==> config.mk <==
export PLATFORM = sky130hd
export DESIGN_NAME = bip_exec_ctrl
export DESIGN_NICKNAME = d
export VERILOG_FILES = /design/src/rtl/bip_exec_ctrl.sv
export SDC_FILE = /design/constraint.sdc
export NUM_CORES = 1
export LEC_CHECK = 0
export ABC_AREA = 0
export BUFFER_PORTS_ARGS = -buffer_cell sky130_fd_sc_hd__buf_2
export CAP_MARGIN = 15
export CORE_MARGIN = 3
export CORE_UTILIZATION = 35
export CTS_BUF_LIST = sky130_fd_sc_hd__clkbuf_8
export CTS_CLUSTER_DIAMETER = 30
export DETAILED_ROUTE_END_ITERATION = 6
export GPL_TIMING_DRIVEN = 0
export SETUP_SLACK_MARGIN = 0.02
export SKIP_CTS_REPAIR_TIMING = 1
export SLEW_MARGIN = 40
export SYNTH_ARGS = -nofsm -noshare
export SYNTH_HDL_FRONTEND = slang
export SYNTH_SLANG_ARGS = --single-unit
==> constraint.sdc <==
create_clock -name i_clk -period 2.2 [get_ports i_clk]
set_input_delay 0.22 -clock i_clk [delete_from_list [all_inputs] [get_ports i_clk]]
set_output_delay 0.22 -clock i_clk [all_outputs]
set_load 0.05 [all_outputs]
==> src/rtl/bip_exec_ctrl.sv <==
// Run/debug sequencer for the BIP1 core: clears and runs the CPU until HALT or a
// cycle-budget timeout, then streams a 7-byte status/PC/ACC/count report over the UART.
module bip_exec_ctrl #(
    parameter int                   NB_OPCODE   = 5,
    parameter int                   NB_ADRR     = 11,
    parameter int                   NB_DATA     = 16,
    parameter int                   NB_CYCLES   = 16,
    parameter int                   NB_BYTE     = 8,
    parameter logic [NB_OPCODE-1:0] HALT_OPCODE = '0
) (
    input  logic                 i_clk,
    input  logic                 i_rst,
    input  logic                 i_start,
    input  logic [NB_OPCODE-1:0] i_opcode,
    input  logic [NB_ADRR-1:0]   i_pc,
    input  logic [NB_DATA-1:0]   i_acc,
    input  logic                 i_tx_done,
    output logic                 o_cpu_en,
    output logic                 o_cpu_clr,
    output logic                 o_tx_start,
    output logic [NB_BYTE-1:0]   o_tx_data,
    output logic                 o_busy,
    output logic                 o_done
);

    typedef enum logic [2:0] {
        ST_IDLE,
        ST_CLEAR,
        ST_RUN,
        ST_LOAD,
        ST_WAIT_TX,
        ST_DONE
    } state_t;

    localparam logic [2:0] LAST_IDX = 3'd6;

    state_t               state;
    logic [NB_CYCLES-1:0] cnt;
    logic [NB_ADRR-1:0]   snap_pc;
    logic [NB_DATA-1:0]   snap_acc;
    logic [NB_CYCLES-1:0] snap_cnt;
    logic                 snap_tmo;
    logic [2:0]           idx;

    logic                 is_halt;
    logic                 cnt_max;
    logic [15:0]          pc16;
    logic [15:0]          acc16;
    logic [15:0]          cnt16;
    logic [7:0]           byte_sel;

    assign is_halt = (i_opcode == HALT_OPCODE);
    assign cnt_max = &cnt;

    // HALT itself is never executed, and a saturated counter freezes the core.
    assign o_cpu_en = (state == ST_RUN) && !is_halt && !cnt_max;

    assign pc16  = 16'(snap_pc);
    assign acc16 = 16'(snap_acc);
    assign cnt16 = 16'(snap_cnt);

    always_comb begin
        byte_sel = 8'h00;
        case (idx)
            3'd0:    byte_sel = {7'b0, snap_tmo};
            3'd1:    byte_sel = pc16[15:8];
            3'd2:    byte_sel = pc16[7:0];
            3'd3:    byte_sel = acc16[15:8];
            3'd4:    byte_sel = acc16[7:0];
            3'd5:    byte_sel = cnt16[15:8];
            3'd6:    byte_sel = cnt16[7:0];
            default: byte_sel = 8'h00;
        endcase
    end

    always_ff @(posedge i_clk or negedge i_rst) begin
        if (!i_rst) begin
            state      <= ST_IDLE;
            cnt        <= '0;
            snap_pc    <= '0;
            snap_acc   <= '0;
            snap_cnt   <= '0;
            snap_tmo   <= 1'b0;
            idx        <= '0;
            o_cpu_clr  <= 1'b0;
            o_tx_start <= 1'b0;
            o_tx_data  <= '0;
            o_busy     <= 1'b0;
            o_done     <= 1'b0;
        end else begin
            o_cpu_clr  <= 1'b0;
            o_tx_start <= 1'b0;
            o_done     <= 1'b0;
            case (state)
                ST_IDLE: begin
                    if (i_start) begin
                        state     <= ST_CLEAR;
                        cnt       <= '0;
                        o_cpu_clr <= 1'b1;
                        o_busy    <= 1'b1;
                    end
                end
                ST_CLEAR: state <= ST_RUN;
                ST_RUN: begin
                    if (is_halt || cnt_max) begin
                        snap_pc  <= i_pc;
                        snap_acc <= i_acc;
                        snap_cnt <= cnt;
                        snap_tmo <= !is_halt;
                        idx      <= '0;
                        state    <= ST_LOAD;
                    end else begin
                        cnt <= cnt + NB_CYCLES'(1);
                    end
                end
                ST_LOAD: begin
                    o_tx_start <= 1'b1;
                    o_tx_data  <= NB_BYTE'(byte_sel);
                    state      <= ST_WAIT_TX;
                end
                ST_WAIT_TX: begin
                    // A done coinciding with our own start pulse cannot belong to this byte.
                    if (i_tx_done && !o_tx_start) begin
                        if (idx == LAST_IDX) begin
                            state  <= ST_DONE;
                            o_done <= 1'b1;
                        end else begin
                            idx   <= idx + 3'd1;
                            state <= ST_LOAD;
                        end
                    end
                end
                ST_DONE: begin
                    state  <= ST_IDLE;
                    o_busy <= 1'b0;
                end
                default: state <= ST_IDLE;
            endcase
        end
    end

endmodule

==> impl_metrics.yaml <==
sta:
  tightest_slew_ns: 0.719
  slew_violations: 0
  min_period_ns: 2.16
  rsz0062_at_grt: "true"
  max_freq_mhz: 464
  timing.slew.headroom: 0.517
  setup_slack_ns: 0.0444
  hold_viol: 0
  fin_crit_sh: 0.980
  finClkSkew_ns: 0.0128
  setup_viol_count_final: 0
worst_setup_path:
  start_kind: "register"
  endpoint_kind: "output port"
  r2r-end: "cnt[14]$_DFFE_PN0P_"
  reg2reg_depth: 5
  r2r-start: "cnt[9]$_DFFE_PN0P_"
  path_max_fanout: 8
  arrival_ns: 1.94
  path_class: "register to output port"
  reg2reg_slack_ns: 0.14
  critical_path_required_ns: 1.98
clocking:
  cts_root_buffer: "clkbuf_8"
  htreeDepth: 3
  cts_tree: "done"
  cts_inserted_buffers: 9
  clk_pin_slew_ns: 0.09
  clock_path_buffers: 2
  clk_latency_ns: 0.35
  clock-sinks: 78
grt:
  grt_usage: 0.164
  grt_overflow: 0
  grt_pass1_wl_um: 14900
  antenna_found_initial: 0
  grt_start_max_net_pins: 41
  grt_pass1_vias: 2920
routing:
  routed_via_density: 5.57
  drc_errors: 0
  ant_nets: 0
  first_pass_iters: 5
  drt-total-wl_um: 9220
  avgRoutedWirePerCell_um: 17.9
  route.vias.total: 2861
  first_iter_violations: 167
cells_and_area:
  design_area_um2: 4410
  drive_gt1_frac: 0.367
  fin_cells: 514
  synthToLayoutAreaGrowth_pct: 19.1
  final.fill_count: 954
  antenna_cells: 0
  finalNetCount: 418
  final_cell_mix: "dfrtp_1 (76), buf_2 (47), mux2_2 (45)"
  final_util: 0.439
  final_common_cell: "dfrtp_1"
floorplan:
  pin_count: 49
  die_w_um: 109
  initial_core_util: 0.369
  core.rowCount: 36
  die_h_um: 109
  die-area_um2: 11800
  core_area_um2: 10000
logic_synthesis:
  seq_area_frac_synth: 0.527
  ys_types: 52
  synth-seq-cells: 78
  synth_ff_type: "dfrtp_1"
  synth_edf_count: 0
  syn-num-nets: 355
  syn-cell-area_um2: 3700
  avgSynthCellArea_um2: 11.8
  synthCells: 313
  async_flop_share: 1.00
  synth_warnings: 0
placement:
  place_inst: 495
  hpwl_um: 6620
  gp_routability_congestion: 0.848
  io_buffers: 48
  dp_slack_ns: -0.241
  postPlaceCellArea_um2: 4140
min_path:
  hp-class: "input pin to register"
  worstHoldEndpoint: "acc16[9]$_DFFE_PN0P_"
  holdPathStages: 2
  hp-start: "i_acc[9]"
power_and_ir_drop:
  peakVddDrop_mv: 0.422
  p_per_area_nw_per_um2: 1080
  power_w: 0.00475
  p_leak_nw: 2.08
outcome:
  status: "complete, no violations"
job:
  cap_violations: 0
layout make-up:
cell class	count	area, um2	area share
Buffer	13	93.8	0.0213
Clock buffer	9	124	0.0281
Tap cell	133	166	0.0377
Timing Repair Buffer	53	309	0.0701
Sequential cell	78	1950	0.443
Inverter	10	37.5	0.00851
Clock inverter	7	65.1	0.0148
Multi-Input combinational cell	211	1660	0.376
state kept, by name, summed over array words and instances (netlist names):
signal	flops
snap_tmo	1
o_busy	1
o_tx_data	8
o_done	1
snap_pc	11
o_cpu_clr	1
acc16	16
cnt	16
state	3
cnt16	16
o_tx_start	1
idx	3
cell families after synthesis:
group | Yosys count | synth area share
compound gates | 79 | 0.152
flops | 78 | 0.527
simple gates | 75 | 0.111
mux | 49 | 0.148
buf+inv | 24 | 0.0365
fa+ha+maj | 6 | 0.0203
xor+xnor | 2 | 0.00473
power breakdown:
part           switching, W  total, W  internal [W]
Sequential         0.000249   0.00203       0.00178
Clock              0.000544   0.00106      0.000519
Combinational       0.00103   0.00166      0.000629
Total               0.00182   0.00475       0.00293
routing by layer:
metal	global-route usage	up-vias	share of wire
li1	-	1313	-
met4	0.0676	0	0.022
met2	0.250	93	0.46
met3	0.0296	19	0.049
met5	0	-	0
met1	0.231	1436	0.47
cell usage after synthesis (3+ instances only):
master    instances  area (um2)
mux2i_1           4        40.0
a222oi_1          5        50.1
inv_1            10        37.5
and4_1            3        26.3
a22o_1            5        43.8
nand2_1          24        90.1
mux2_2           45         507
buf_6             4        45.0
clkbuf_1          7        26.3
nor2b_1           3        18.8
o41ai_1           3        26.3
nor2_1           10        37.5
a41oi_1           3        26.3
a31oi_1           5        31.3
dfrtp_1          78        1950
o311ai_0          3        26.3
a221oi_1          7        61.3
ha_1              6        75.1
a21oi_1          10        50.1
nand4_1           3        18.8
o21ai_0          21         105
a32o_1            4        40.0
o31ai_1           3        22.5
nand3_1           8        40.0
nor3_1            4        20.0
critical path, stage by stage (launching register included):
cell     delay [ns]
dfrtp_1        0.50
and3_2         0.29
and4_2         0.25
nor2_4         0.14
nand2_2        0.10
inv_2          0.15
buf_8          0.15
worst max-delay path by stage:
stage          cells after the start                       end          startpoint  slack, ns
2_1_floorplan                      8        cnt[5]$_DFFE_PN0P_  cnt[0]$_DFFE_PN0P_       0.02
3_3_place_gp                       6  o_tx_data[6]$_DFFE_PN0N_  idx[2]$_DFFE_PN0P_      -0.63
3_5_place_dp                       6  o_tx_data[0]$_DFFE_PN0N_  idx[2]$_DFFE_PN0P_      -0.24
4_1_cts                            7                  o_cpu_en  cnt[0]$_DFFE_PN0P_      -0.54
5_1_grt                            7                  o_cpu_en  cnt[0]$_DFFE_PN0P_      -0.04
6_report                           6                  o_cpu_en  cnt[9]$_DFFE_PN0P_       0.04
through the flow:
stage	setup TNS (ns)	hold WS, ns
floorplan	0	-0.0756
global placement	-5.13	0.453
detailed placement	-2.10	0.154
CTS	-2.44	-0.221
global route	-0.0355	0.0905
finish	0	0.0933
No activity file was read; power rests on OpenSTA's default activity.
